File: src/rtl/mem_addr_seq_if.sv
// Request, memory-beat and completion signals of the address sequencer.
// Build option: MEM_ADDR_SEQ_ALIGN_CHK_EN adds align_err_out.
// master = requester / memory side, slave = the sequencer itself.
interface mem_addr_seq_if #(
    parameter int ADDR_W = 32,
    parameter int LIST_W = 16,
    parameter int IDX_W  = 4
);
    // request side
    logic              start_in;
    logic [2:0]        func_in;
    logic              multi_in;
    logic              swp_in;
    logic [ADDR_W-1:0] base_addr_in;
    logic [ADDR_W-1:0] offset_in;
    logic [LIST_W-1:0] reg_list_in;
    // memory beat handshake
    logic              mem_ready_in;
    logic              addr_valid_out;
    logic [ADDR_W-1:0] addr_out;
    logic [IDX_W-1:0]  reg_idx_out;
    logic              last_out;
    // status / completion
    logic              busy_out;
    logic              done_out;
    logic              wb_valid_out;
    logic [ADDR_W-1:0] wb_data_out;
`ifdef MEM_ADDR_SEQ_ALIGN_CHK_EN
    logic              align_err_out;

    modport master (
        output start_in, func_in, multi_in, swp_in, base_addr_in, offset_in, reg_list_in, mem_ready_in,
        input  addr_valid_out, addr_out, reg_idx_out, last_out, busy_out, done_out, wb_valid_out,
               wb_data_out, align_err_out
    );
    modport slave (
        input  start_in, func_in, multi_in, swp_in, base_addr_in, offset_in, reg_list_in, mem_ready_in,
        output addr_valid_out, addr_out, reg_idx_out, last_out, busy_out, done_out, wb_valid_out,
               wb_data_out, align_err_out
    );
`else
    modport master (
        output start_in, func_in, multi_in, swp_in, base_addr_in, offset_in, reg_list_in, mem_ready_in,
        input  addr_valid_out, addr_out, reg_idx_out, last_out, busy_out, done_out, wb_valid_out,
               wb_data_out
    );
    modport slave (
        input  start_in, func_in, multi_in, swp_in, base_addr_in, offset_in, reg_list_in, mem_ready_in,
        output addr_valid_out, addr_out, reg_idx_out, last_out, busy_out, done_out, wb_valid_out,
               wb_data_out
    );
`endif
endinterface

File: src/rtl/mem_addr_seq.sv
// Multi-beat memory address sequencer: LDM/STM (IA/IB/DA/DB), LDR/STR, SWP.
// Latency: beat 0 the cycle after start, done one cycle after the last beat; holds beat while mem_ready_in=0.
// Build option: MEM_ADDR_SEQ_ALIGN_CHK_EN rejects a misaligned first address with align_err_out.
module mem_addr_seq #(
    parameter int ADDR_W = 32,
    parameter int LIST_W = 16,
    parameter int IDX_W  = 4,
    parameter int STEP   = 4
) (
    input  logic          clk,
    input  logic          rst,
    mem_addr_seq_if.slave bus
);
    localparam int CNT_W = $clog2(LIST_W) + 1;
    localparam logic [ADDR_W-1:0] STEP_W = ADDR_W'(STEP);

    typedef enum logic [1:0] {S_IDLE, S_XFER, S_DONE} state_t;

    state_t            state_q, state_d;
    logic [ADDR_W-1:0] addr_q, addr_d;
    logic [LIST_W-1:0] list_q, list_d;
    logic [CNT_W-1:0]  cnt_q, cnt_d;
    logic              swp_q, swp_d;
    logic              blk_q, blk_d;
    logic [ADDR_W-1:0] wb_q, wb_d;
    logic              wb_en_q, wb_en_d;
    logic              err_q, err_d;

    // decoded request (from the live inputs, used only on the start cycle)
    logic [CNT_W-1:0]  req_n;
    logic [CNT_W-1:0]  req_cnt;
    logic [ADDR_W-1:0] req_span;
    logic [ADDR_W-1:0] req_off;
    logic [ADDR_W-1:0] req_addr;
    logic [ADDR_W-1:0] req_wb;
    logic              req_wb_en;
    logic              req_bad;
    logic              hs;

    function automatic logic [CNT_W-1:0] popcnt(input logic [LIST_W-1:0] v);
        logic [CNT_W-1:0] c;
        c = '0;
        for (int i = 0; i < LIST_W; i++) c = c + CNT_W'(v[i]);
        return c;
    endfunction

    // Scans downwards so the lowest set bit is the one that sticks.
    function automatic logic [IDX_W-1:0] low_idx(input logic [LIST_W-1:0] v);
        logic [IDX_W-1:0] r;
        r = '0;
        for (int i = LIST_W - 1; i >= 0; i--) if (v[i]) r = IDX_W'(i);
        return r;
    endfunction

    // Decode the request into beat count, first address and writeback value.
    always_comb begin
        req_n     = popcnt(bus.reg_list_in);
        req_span  = ADDR_W'(req_n) * STEP_W;
        req_off   = bus.func_in[1] ? bus.base_addr_in + bus.offset_in
                                   : bus.base_addr_in - bus.offset_in;
        req_cnt   = '0;
        req_addr  = bus.base_addr_in;
        req_wb    = bus.base_addr_in;
        req_wb_en = 1'b0;
        if (bus.swp_in) begin
            req_cnt = CNT_W'(2);
        end else if (bus.multi_in) begin
            req_cnt = req_n;
            // Beats always ascend, so the start is the lowest address of the block.
            case (bus.func_in[2:1])
                2'b01:   req_addr = bus.base_addr_in;                     // IA
                2'b11:   req_addr = bus.base_addr_in + STEP_W;            // IB
                2'b00:   req_addr = bus.base_addr_in - req_span + STEP_W; // DA
                default: req_addr = bus.base_addr_in - req_span;          // DB
            endcase
            req_wb    = bus.func_in[1] ? bus.base_addr_in + req_span
                                       : bus.base_addr_in - req_span;
            req_wb_en = bus.func_in[0] | ~bus.func_in[2];
        end else begin
            req_cnt   = CNT_W'(1);
            req_addr  = bus.func_in[2] ? req_off : bus.base_addr_in;
            req_wb    = req_off;
            req_wb_en = bus.func_in[0] | ~bus.func_in[2];
        end
`ifdef MEM_ADDR_SEQ_ALIGN_CHK_EN
        req_bad = (req_cnt != '0) && (req_addr[1:0] != 2'b00);
`else
        req_bad = 1'b0;
`endif
    end

    // Next-state and datapath updates for the IDLE/XFER/DONE sequence.
    always_comb begin
        hs      = (state_q == S_XFER) && bus.mem_ready_in;
        state_d = state_q;
        addr_d  = addr_q;
        list_d  = list_q;
        cnt_d   = cnt_q;
        swp_d   = swp_q;
        blk_d   = blk_q;
        wb_d    = wb_q;
        wb_en_d = wb_en_q;
        err_d   = err_q;
        case (state_q)
            S_IDLE: begin
                if (bus.start_in) begin
                    addr_d  = req_addr;
                    list_d  = bus.reg_list_in;
                    cnt_d   = req_cnt;
                    swp_d   = bus.swp_in;
                    blk_d   = bus.multi_in & ~bus.swp_in;
                    wb_d    = req_wb;
                    wb_en_d = req_wb_en & ~req_bad;
                    err_d   = req_bad;
                    state_d = ((req_cnt == '0) || req_bad) ? S_DONE : S_XFER;
                end
            end
            S_XFER: begin
                if (hs) begin
                    cnt_d  = cnt_q - CNT_W'(1);
                    list_d = list_q & (list_q - LIST_W'(1)); // retire lowest register
                    addr_d = swp_q ? addr_q : addr_q + STEP_W;
                    if (cnt_q == CNT_W'(1)) state_d = S_DONE;
                end
            end
            S_DONE: state_d = S_IDLE;
            default: state_d = S_IDLE;
        endcase
    end

    // State register; reset aborts any transfer without a completion pulse.
    always_ff @(posedge clk or posedge rst) begin
        if (rst) begin
            state_q <= S_IDLE;
            addr_q  <= '0;
            list_q  <= '0;
            cnt_q   <= '0;
            swp_q   <= 1'b0;
            blk_q   <= 1'b0;
            wb_q    <= '0;
            wb_en_q <= 1'b0;
            err_q   <= 1'b0;
        end else begin
            state_q <= state_d;
            addr_q  <= addr_d;
            list_q  <= list_d;
            cnt_q   <= cnt_d;
            swp_q   <= swp_d;
            blk_q   <= blk_d;
            wb_q    <= wb_d;
            wb_en_q <= wb_en_d;
            err_q   <= err_d;
        end
    end

    // Outputs decode straight from registered state, so they hold through stalls.
    always_comb begin
        bus.busy_out       = (state_q != S_IDLE);
        bus.addr_valid_out = (state_q == S_XFER);
        bus.addr_out       = addr_q;
        bus.reg_idx_out    = blk_q ? low_idx(list_q) : '0;
        bus.last_out       = (state_q == S_XFER) && (cnt_q == CNT_W'(1));
        bus.done_out       = (state_q == S_DONE);
        bus.wb_valid_out   = (state_q == S_DONE) && wb_en_q;
        bus.wb_data_out    = wb_q;
`ifdef MEM_ADDR_SEQ_ALIGN_CHK_EN
        bus.align_err_out  = (state_q == S_DONE) && err_q;
`endif
    end

endmodule

File: src/flat_wrapper.sv
// flat-port wrapper written by rule: the top's interface ports become plain ports
module mem_addr_seq_flat 
#(
    parameter int ADDR_W = 32,
    parameter int LIST_W = 16,
    parameter int IDX_W  = 4,
    parameter int STEP   = 4
)
  (clk, rst, bus_start_in, bus_func_in, bus_multi_in, bus_swp_in, bus_base_addr_in, bus_offset_in, bus_reg_list_in, bus_mem_ready_in, bus_addr_valid_out, bus_addr_out, bus_reg_idx_out, bus_last_out, bus_busy_out, bus_done_out, bus_wb_valid_out, bus_wb_data_out);
  mem_addr_seq_if #(.ADDR_W(ADDR_W), .LIST_W(LIST_W), .IDX_W(IDX_W)) bus_i ();
  input  logic clk;
  input  logic rst;
  input wire logic [$bits(bus_i.start_in)-1:0] bus_start_in;
  input wire logic [$bits(bus_i.func_in)-1:0] bus_func_in;
  input wire logic [$bits(bus_i.multi_in)-1:0] bus_multi_in;
  input wire logic [$bits(bus_i.swp_in)-1:0] bus_swp_in;
  input wire logic [$bits(bus_i.base_addr_in)-1:0] bus_base_addr_in;
  input wire logic [$bits(bus_i.offset_in)-1:0] bus_offset_in;
  input wire logic [$bits(bus_i.reg_list_in)-1:0] bus_reg_list_in;
  input wire logic [$bits(bus_i.mem_ready_in)-1:0] bus_mem_ready_in;
  output wire logic [$bits(bus_i.addr_valid_out)-1:0] bus_addr_valid_out;
  output wire logic [$bits(bus_i.addr_out)-1:0] bus_addr_out;
  output wire logic [$bits(bus_i.reg_idx_out)-1:0] bus_reg_idx_out;
  output wire logic [$bits(bus_i.last_out)-1:0] bus_last_out;
  output wire logic [$bits(bus_i.busy_out)-1:0] bus_busy_out;
  output wire logic [$bits(bus_i.done_out)-1:0] bus_done_out;
  output wire logic [$bits(bus_i.wb_valid_out)-1:0] bus_wb_valid_out;
  output wire logic [$bits(bus_i.wb_data_out)-1:0] bus_wb_data_out;
  assign bus_i.start_in = bus_start_in;
  assign bus_i.func_in = bus_func_in;
  assign bus_i.multi_in = bus_multi_in;
  assign bus_i.swp_in = bus_swp_in;
  assign bus_i.base_addr_in = bus_base_addr_in;
  assign bus_i.offset_in = bus_offset_in;
  assign bus_i.reg_list_in = bus_reg_list_in;
  assign bus_i.mem_ready_in = bus_mem_ready_in;
  assign bus_addr_valid_out = bus_i.addr_valid_out;
  assign bus_addr_out = bus_i.addr_out;
  assign bus_reg_idx_out = bus_i.reg_idx_out;
  assign bus_last_out = bus_i.last_out;
  assign bus_busy_out = bus_i.busy_out;
  assign bus_done_out = bus_i.done_out;
  assign bus_wb_valid_out = bus_i.wb_valid_out;
  assign bus_wb_data_out = bus_i.wb_data_out;
  mem_addr_seq #(.ADDR_W(ADDR_W), .LIST_W(LIST_W), .IDX_W(IDX_W), .STEP(STEP)) u_core (.clk(clk), .rst(rst), .bus(bus_i));
endmodule
File: config.mk
export PLATFORM = sky130hd
export DESIGN_NAME = mem_addr_seq_flat
export DESIGN_NICKNAME = d
export VERILOG_FILES = /design/src/rtl/mem_addr_seq_if.sv /design/src/rtl/mem_addr_seq.sv /design/src/flat_wrapper.sv
export SDC_FILE = /design/constraint.sdc
export NUM_CORES = 1
export LEC_CHECK = 0
export ABC_AREA = 1
export BUFFER_PORTS_ARGS = -buffer_cell sky130_fd_sc_hd__buf_2
export CAP_MARGIN = 30
export CORE_ASPECT_RATIO = 1.2
export CORE_MARGIN = 4
export CORE_UTILIZATION = 45
export DETAILED_ROUTE_END_ITERATION = 7
export SYNTH_ARGS = -nofsm -noshare
export SYNTH_HDL_FRONTEND = slang
export SYNTH_SLANG_ARGS = --single-unit
File: constraint.sdc
create_clock -name clk -period 4.1 [get_ports clk]
set_input_delay 0.82 -clock clk [delete_from_list [all_inputs] [get_ports clk]]
set_output_delay 0.82 -clock clk [all_outputs]
set_load 0.02 [all_outputs]
==> impl_metrics.json, run 1 <==
{
  "status": "complete, but fails checks",
  "violations": "negative setup slack",
  "p_seq_share_pct": 17.4,
  "cp_top_family": "adder cells",
  "fin_crit_ps": 6583,
  "synth_fa_ha_area_share_pct": 7.144,
  "die_w_um": 164.8,
  "wl_um": 62670,
  "start_kind": "primary input",
  "async_reset_ff_share_pct": 100.0,
  "synthesis.instances": 2251,
  "cts_buffers": 9,
  "yosysSeqAreaShare_pct": 16.96,
  "synth-simple-area-share_pct": 38.75,
  "fp.dieArea_mm2": 0.03233,
  "cts.path.max_buffers": 2,
  "hold_ws_ps": 484.7,
  "synth_edf_count": 0,
  "drv_slew": 0,
  "synth.most_common_cell": "nand2_1",
  "synth-xor-area-share_pct": 5.739,
  "ys_types": 66,
  "leakage_nw": 9.305,
  "pwr-share-comb_pct": 74.0,
  "pwr-share-clk_pct": 8.6,
  "grt_usage_pct": 37.68,
  "htree_num_levels": 3,
  "critical_path_buf_inv_count": 9,
  "vias": 17900,
  "timing.slew.headroom_pct": 45.56,
  "synthTopCellsByArea": "nand2_1 18%, dfrtp_1 17%, inv_1 7.9%",
  "firstDrtPassIters": 6,
  "fillCellCount": 2778,
  "hold_viol_final": 0,
  "synth_top_area_cell": "nand2_1",
  "crit_type": "primary input to register",
  "area_growth_pct": 42.02,
  "coreArea_mm2": 0.02893,
  "synth_top_area_share_pct": 17.76,
  "crit_required_ps": 4350,
  "worst_pin_slew_ps": 816.5,
  "clock_skew_ps": 25.55,
  "p_int_mw": 4.904,
  "synth_seq_cells": 90,
  "maxCapViolCount": 0,
  "clk_pin_slew_ps": 80,
  "synthFlopType": "dfrtp_1",
  "grt_pass1_vias": 17410,
  "insertion_delay_ps": 380,
  "drt_iter0_drc": 1765,
  "drive_gt1_share_pct": 32.38,
  "ys_top_cells_by_count": "628 x nand2_1, 278 x inv_1, 199 x nor2_1, 163 x nand3_1, 154 x o21ai_0",
  "port_buffers": 161,
  "routed_via_density": 5.709,
  "cp.arrival_ps": 6830,
  "grt_pass1_wl_um": 94900,
  "worstHoldPathType": "register to register",
  "cts_tree": "done",
  "place_congestion": 1.036,
  "post-route-period-util_pct": 160.6,
  "syn_area_mm2": 0.01328,
  "grt_max_degree": 69,
  "initial_core_util_pct": 45.90,
  "synthMuxAreaShare_pct": 0.1602,
  "synth_warnings": 0,
  "p_sw_share_pct": 53.08,
  "row_count": 68,
  "cellPowerDensity_mw_per_mm2": 554.3,
  "dp_hpwl_um": 48450,
  "switchingPower_mw": 5.548,
  "crit_slowest_cell": "fa_2",
  "setup_viol": 67,
  "worst_slack_ps": -2483,
  "syn_nets": 2408,
  "rr_worst_depth": 12,
  "pin_count": 162,
  "synth_compound_gate_area_share_pct": 19.93,
  "avgSynthCellArea_um2": 5.898,
  "cp.depth": 33,
  "hold_depth": 2,
  "max_stage_delay_ps": 590,
  "post-route-cell-area_mm2": 0.01886,
  "fmax_mhz": 151.9,
  "gr-total-overflow": 0,
  "drc": 0,
  "detail_route.wl_per_cell_um": 19.98,
  "cts.sinks": 90,
  "rsz0062_at_grt": "true",
  "crit_path_max_fanout": 4,
  "placedInstanceArea_mm2": 0.01712,
  "peakVddDrop_mv": 0.5640,
  "nNetsFinal": 2901,
  "antenna_left": 0,
  "cp-end-kind": "register",
  "antenna_found_initial": 1,
  "clockRootBuffer": "clkbuf_16",
  "die_h_um": 196.2,
  "synth_top_family_by_area": "simple AND/OR/NAND/NOR gates"
}
==> power groups by stage <==
| stage | registers [mW] | clock network, mW | logic [mW] |
|---|---|---|---|
| after floorplan | 2.03 | 0 | 3.58 |
| after global placement | 1.79 | 0 | 6.50 |
| after detailed placement | 1.80 | 0 | 6.56 |
| after CTS | 1.78 | 0.902 | 7.32 |
| after global routing | 1.85 | 0.934 | 8.33 |
| final | 1.81 | 0.900 | 7.74 |
==> through the flow <==
| stage | util (%) | setup TNS, ps | power [mW] | cells | worst slack (ps) |
|---|---|---|---|---|---|
| 2_1_floorplan | - | -105770 | 5.612 | 2251 | -2149 |
| 3_3_place_gp | 59.19 | -148600 | 8.289 | 3062 | -2953 |
| 3_5_place_dp | 59.19 | -151820 | 8.362 | 3062 | -3013 |
| 4_1_cts | 63.42 | -120960 | 10.00 | 3118 | -2309 |
| 5_1_grt | 65.17 | -135200 | 11.11 | 3135 | -2617 |
| 6_report | 65.18 | -122790 | 10.45 | 3136 | -2483 |
==> worst min-delay path, stage by stage, from the launching register on <==
cell	delay (ps)
dfrtp_1	340
o21ai_1	70
inv_1	40
==> final timing paths <==
check | startpoint | endpoint | slack, ps
max | bus_reg_list_in[1] | u_core.bus.addr_out[15] | -2480
min | u_core.bus.wb_data_out[5] | u_core.bus.wb_data_out[5] | 480
max reg2reg | u_core.state_q[0] | u_core.bus.addr_out[6] | 460
min reg2reg | u_core.bus.wb_data_out[5] | u_core.bus.wb_data_out[5] | 480
max in group asynchronous | rst | u_core.bus.wb_data_out[17] | 2750
min in group asynchronous | rst | u_core.cnt_q[3] | 570
==> cell families (layout without fill, tap and decap cells) <==
kind of cell / Yosys count / in the layout
other: 0 / 2
adder cells (fa/ha/maj): 68 / 68
XOR/XNOR: 87 / 87
multiplexers: 2 / 2
AO/OA/AOI/OAI: 455 / 455
AND/OR/NAND/NOR: 1167 / 1167
buffers and inverters: 382 / 880
flip-flops: 90 / 90
==> registers in the layout, summed over array words and instances, names as in the netlist <==
| register | count |
|---|---|
| u_core.bus.wb_data_out | 32 |
| u_core.state_q | 2 |
| u_core.cnt_q | 5 |
| u_core.blk_q | 1 |
| u_core.list_q | 16 |
| u_core.wb_en_q | 1 |
| u_core.bus.addr_out | 32 |
| u_core.swp_q | 1 |
==> routing by layer <==
metal / wire (um) / GRT usage [%]
met5: 0 / 0
met4: 4930 / 23.88
met3: 5353 / 6.871
met2: 28670 / 61.46
met1: 23710 / 45.35
==> cell usage in the layout (no fill, tap or decap), types with 6 or more instances in the layout <==
cell type	n
nor3_1	32
ha_4	8
inv_2	24
o211ai_1	35
or2_2	15
xor2_1	56
buf_6	47
nand2_2	64
a31oi_1	18
nand3_1	123
buf_4	363
a21o_1	6
nand2_4	11
inv_1	256
nand3_2	37
nand2_1	576
a21oi_2	15
xnor2_1	27
nor2_1	173
o21ai_2	15
ha_1	46
o21ai_0	91
o21ai_1	54
nand3_4	11
o22ai_1	21
dfrtp_1	90
nor2_2	20
buf_2	159
nand4_1	31
a21oi_1	140
fa_1	10
nor2_4	37
nor4_1	22
clkbuf_16	9
==> layout make-up <==
cell class                 instances  area [um^2]  share of cell area (%)
timing repair buffer             573         4130                   21.90
clock buffer                       9        225.2                   1.194
antenna                            2        5.005                 0.02654
sequential                        90         2252                   11.94
tap                              385        481.7                   2.555
multi-input combinational       1779        10580                   56.10
inverter                         291         1110                   5.886
clock inverter                     7        73.82                  0.3915
==> what timing repair did <==
item | in CTS | in global routing
gates cloned | 0 | 0
hold buffers | 0 | 0
gates resized for setup | 177 | 106
pin swaps | 91 | 88
endpoints found under the setup margin | 67 | 67
setup buffers | 45 | 35
Power figures use the tool's default switching activity.
==> run 2, diff against run 1 <==
CTS_CLUSTER_DIAMETER = 80   (was unset)
REMOVE_ABC_BUFFERS = 1   (was unset)
==> impl_metrics.json, run 2 (synthesis gave the netlist of run 1 again) <==
{
  "antennaDiodeCount": 0,
  "antenna_found_initial": 2,
  "pwr-share-comb_pct": 73.2,
  "nNetsFinal": 2891,
  "p_seq_share_pct": 17.3,
  "cts_tree": "done",
  "port_buffers": 161,
  "cp.arrival_ps": 6820,
  "pre_cts_ws_ps": -3292,
  "place_congestion": 1.050,
  "worst_hold_path.endpoint": "u_core.bus.wb_data_out[0]",
  "crit_slowest_cell": "fa_2",
  "wl_um": 60400,
  "row_count": 68,
  "drc": 0,
  "gr-total-overflow": 0,
  "rrSetupSlack_ps": 390,
  "clock_skew_ps": 11.92,
  "setup_viol": 67,
  "switchingPower_mw": 5.327,
  "cellPowerDensity_mw_per_mm2": 541.7,
  "crit_required_ps": 4350,
  "status": "complete, but fails checks",
  "grt_max_degree": 69,
  "hold_viol_final": 0,
  "fmax_mhz": 152.2,
  "antenna_left": 0,
  "leakage_nw": 9.286,
  "max_stage_delay_ps": 560,
  "detail_route.wl_per_cell_um": 19.33,
  "worst_path_most_repeated_cell": "buf_4",
  "clk_pin_slew_ps": 80,
  "grt_usage_pct": 36.61,
  "worst_pin_slew_ps": 893.5,
  "post-route-period-util_pct": 160.2,
  "routed_via_density": 5.632,
  "p_sw_share_pct": 52.40,
  "postLayoutCoreUtil_pct": 64.87,
  "coreArea_mm2": 0.02893,
  "vias": 17600,
  "fin_crit_ps": 6569,
  "rr_worst_depth": 11,
  "start_kind": "primary input",
  "die_h_um": 196.2,
  "pin_count": 162,
  "crit_type": "primary input to register",
  "cp-end-kind": "register",
  "hold_depth": 2,
  "area_growth_pct": 41.33,
  "clockRootBuffer": "clkbuf_16",
  "cts.sinks": 90,
  "cp_top_family": "adder cells",
  "maxCapViolCount": 0,
  "critical_path_buf_inv_count": 12,
  "final_cell_mix": "569 x nand2_1, 358 x buf_4, 261 x inv_1, 173 x nor2_1, 159 x buf_2",
  "dp_hpwl_um": 45640,
  "r2r-end": "u_core.bus.addr_out[3]",
  "final_common_cell": "nand2_1",
  "rsz0062_at_grt": "true",
  "firstDrtPassIters": 5,
  "hp-start": "u_core.bus.wb_data_out[0]",
  "timing.slew.headroom_pct": 40.43,
  "cts.path.max_buffers": 2,
  "die_w_um": 164.8,
  "violations": "negative setup slack",
  "drv_slew": 0,
  "worstHoldPathType": "register to register",
  "drt_iter0_drc": 1866,
  "grt_pass1_vias": 17160,
  "peakVddDrop_mv": 0.5969,
  "crit_path_max_fanout": 3,
  "hold_ws_ps": 488.0,
  "initial_core_util_pct": 45.90,
  "pwr-share-clk_pct": 9.5,
  "setup_tns_ps": -130260,
  "drive_gt1_share_pct": 31.98,
  "p_int_mw": 4.838,
  "grt_pass1_wl_um": 92740,
  "htree_num_levels": 3,
  "fp.dieArea_mm2": 0.03233,
  "r2r_start": "u_core.state_q[0]",
  "insertion_delay_ps": 370,
  "worst_slack_ps": -2469,
  "cts_buffers": 9
}
run 2: through the flow:
stage	area [um^2]	total power, mW	cells
after floorplan	12870	5.266	2160
after global placement	16710	7.849	3038
after detailed placement	16710	7.927	3038
after CTS	18280	9.754	3103
after global routing	18760	10.88	3124
final	18760	10.17	3124
run 2: layer usage:
layer	track usage, %	up-vias	wire (um)
li1	-	8382	-
met1	47.60	8244	24700
met2	59.60	787	27810
met3	4.770	180	4725
met4	17.90	2	3141
met5	0	-	13
run 2: worst max path at each step:
stage                     cells after the start          startpoint                      end  slack, ps
after floorplan                              33  bus_reg_list_in[0]  u_core.bus.addr_out[24]      -2370
after global routing                         34  bus_reg_list_in[1]  u_core.bus.addr_out[10]      -2740
after CTS                                    37  bus_reg_list_in[1]  u_core.bus.addr_out[27]      -2390
final                                        30  bus_reg_list_in[1]  u_core.bus.addr_out[10]      -2470
after global placement                       34  bus_reg_list_in[0]  u_core.bus.addr_out[12]      -3200
after detailed placement                     34  bus_reg_list_in[0]  u_core.bus.addr_out[12]      -3290
run 2: cell type report:
cell class / instances / area [um^2]
repair buffers: 563 / 4058
flip-flops and latches: 90 / 2252
multi-input cells: 1779 / 10550
clock inverters: 6 / 77.57
fillers: 2777 / 10160
clock buffers: 10 / 239.0
well taps: 385 / 481.7
inverters: 291 / 1105
run 2: timing repair:
action,CTS,global route
hold buffers,0,0
setup buffers,52,24
gates resized for setup,261,86
setup endpoints to repair,67,67
pin swaps,104,86
run 2: power by group through the flow:
stage                     registers, mW  clock network (mW)  logic [mW]
after global placement             1.75                   0        6.10
after floorplan                    2.04                   0        3.23
after global routing               1.81               0.995        8.07
final                              1.76               0.967        7.44
after detailed placement           1.75                   0        6.17
after CTS                          1.75               0.970        7.04
run 2: worst register-to-register path, cell delays in order (launching register included):
cell      delay [ps]
dfrtp_1          700
nor2_1           180
inv_1            180
o22ai_1          180
nor2_1           530
inv_2            260
a21oi_4          190
clkinv_1         590
a31oi_1          490
buf_4            190
o21ai_2           50
o21ai_1          100
==> run 3, diff against run 2 <==
--- a/config.mk
+++ b/config.mk
@@ -19 +19,2 @@
 export SYNTH_SLANG_ARGS = --single-unit
+export TNS_END_PERCENT = 30
==> constraint.sdc (replaced) <==
create_clock -name clk -period 4.1 [get_ports clk]
set_input_delay 0.41 -clock clk [delete_from_list [all_inputs] [get_ports clk]]
set_output_delay 0.41 -clock clk [all_outputs]
set_load 0.02 [all_outputs]
==> impl_metrics.json, run 3 (synthesis gave the netlist of run 1 again) <==
{
  "drv_slew": 0,
  "maxCapViolCount": 0,
  "die_h_um": 196.2,
  "cp.arrival_ps": 6400,
  "crit_type": "primary input to register",
  "cp-end-kind": "register",
  "worst_pin_slew_ps": 961.4,
  "area_growth_pct": 32.97,
  "cellPowerDensity_mw_per_mm2": 534.7,
  "critical_path_buf_inv_count": 10,
  "wl_um": 58090,
  "antenna_found_initial": 0,
  "worstHoldPathType": "primary input to asynchronous set/reset pin",
  "cts_hold_buf": 0,
  "insertion_delay_ps": 370,
  "routed_via_density": 5.608,
  "antennaDiodeCount": 0,
  "port_buffers": 161,
  "coreArea_mm2": 0.02893,
  "fmax_mhz": 163.4,
  "cts.sinks": 90,
  "setup_viol": 64,
  "row_count": 68,
  "fp.dieArea_mm2": 0.03233,
  "cts_buffers": 9,
  "final_cell_mix": "571 x nand2_1, 285 x buf_4, 265 x inv_1, 174 x nor2_1, 159 x buf_2",
  "fillCellCount": 2870,
  "postLayoutCoreUtil_pct": 61.03,
  "crit_path_max_fanout": 7,
  "crit_slowest_cell": "fa_1",
  "dp.cells": 2966,
  "grt_max_degree": 69,
  "start_kind": "primary input",
  "fin_crit_ps": 6118,
  "finalNonFillerCells": 3022,
  "clockRootBuffer": "clkbuf_16",
  "initial_core_util_pct": 45.90,
  "die_w_um": 164.8,
  "cts.path.max_buffers": 2,
  "grt_usage_pct": 34.88,
  "cts_tree": "done",
  "power_mw": 9.439,
  "gr-total-overflow": 0,
  "grt_pass1_vias": 16190,
  "drt_iter0_drc": 1608,
  "post-route-period-util_pct": 149.2,
  "nNetsFinal": 2789,
  "place_congestion": 1.011,
  "clk_pin_slew_ps": 80,
  "multi_input_area_mm2": 0.01035,
  "crit_required_ps": 4390,
  "cp_top_family": "adder cells",
  "firstDrtPassIters": 8,
  "peakVddDrop_mv": 0.5696,
  "max_stage_delay_ps": 520,
  "pin_count": 162,
  "hold_ws_ps": 223.7,
  "worst_slack_ps": -2018,
  "hold_viol_final": 0,
  "drive_gt1_share_pct": 28.25,
  "antenna_left": 0,
  "status": "complete, but fails checks",
  "detail_route.wl_per_cell_um": 19.22,
  "timing.slew.headroom_pct": 35.83,
  "regArea_mm2": 0.002252,
  "rsz0062_at_grt": "true",
  "drc": 0,
  "dp_hpwl_um": 44290,
  "vias": 16950,
  "final_common_cell": "nand2_1",
  "violations": "negative setup slack",
  "htree_num_levels": 3,
  "clock_skew_ps": 14.31,
  "grt_pass1_wl_um": 87920,
  "leakage_nw": 8.680
}
## run 3: changes by cell type in the layout (fill, tap and decap cells not counted), sizes merged
cell,previous run,this run
clkinvlp,1,2
inv,290,289
buf,563,461
clkinv,5,6
bufinv,1,0
## run 3: power by group
group / switching [mW] / internal [mW]
sequential: 0.421 / 1.34
combinational: 4.20 / 2.62
clock: 0.439 / 0.421
## run 3: through the flow
stage          instance area (um^2)  setup WS (ps)  TNS [ps]
5_1_grt                       17650          -2267   -109970
6_report                      17650          -2018    -95390
4_1_cts                       16890          -1957    -93890
3_3_place_gp                  16180          -2686   -136280
2_1_floorplan                 12870          -1965   -107060
3_5_place_dp                  16180          -2718   -137680
## run 3: what timing repair did
action / 4_1_cts / 5_1_grt
gates resized for setup: 93 / 150
setup endpoints to repair: 65 / 65
pin swaps: 20 / 63
gates cloned: 0 / 0
buffers inserted: 15 / 25
## run 3: final timing paths
path	from	endpoint	slack, ps	cells past startpoint
max reg2reg	u_core.state_q[0]	u_core.bus.addr_out[3]	520	11
min	rst	u_core.bus.wb_data_out[29]	220	2
max in group asynchronous	rst	u_core.bus.addr_out[2]	2930	3
min reg2reg	u_core.bus.addr_out[1]	u_core.bus.addr_out[1]	490	2
min in group clk	bus_reg_list_in[1]	u_core.list_q[1]	260	3
max	bus_reg_list_in[0]	u_core.bus.addr_out[7]	-2020	32
## run 3: worst reg2reg max path, stage by stage (launching register included)
cell      delay [ps]
dfrtp_1          690
nor2_1           180
inv_1            180
o22ai_1          170
nor2_1           500
inv_2            240
a21oi_4          180
clkinv_1         550
a31oi_1          460
buf_4            180
o21ai_0           80
o21ai_0          100
## run 3: area by class of cell
cell class / instances / share of cell area [%]
Sequential cell: 90 / 12.76
Inverter: 291 / 6.244
Multi-Input combinational cell: 1779 / 58.62
Timing Repair Buffer: 461 / 18.08
Tap cell: 385 / 2.729
Clock inverter: 6 / 0.2764
Clock buffer: 10 / 1.297
## run 3: metal layers
layer  vias to the layer above  wire length [um]  global-route usage [%]
li1                       8199                 -                       -
met1                      7824             23910                   45.27
met2                       774             26440                   56.72
met3                       149              4713                   4.686
met4                         0              3037                   17.13
met5                         -                 0                       0
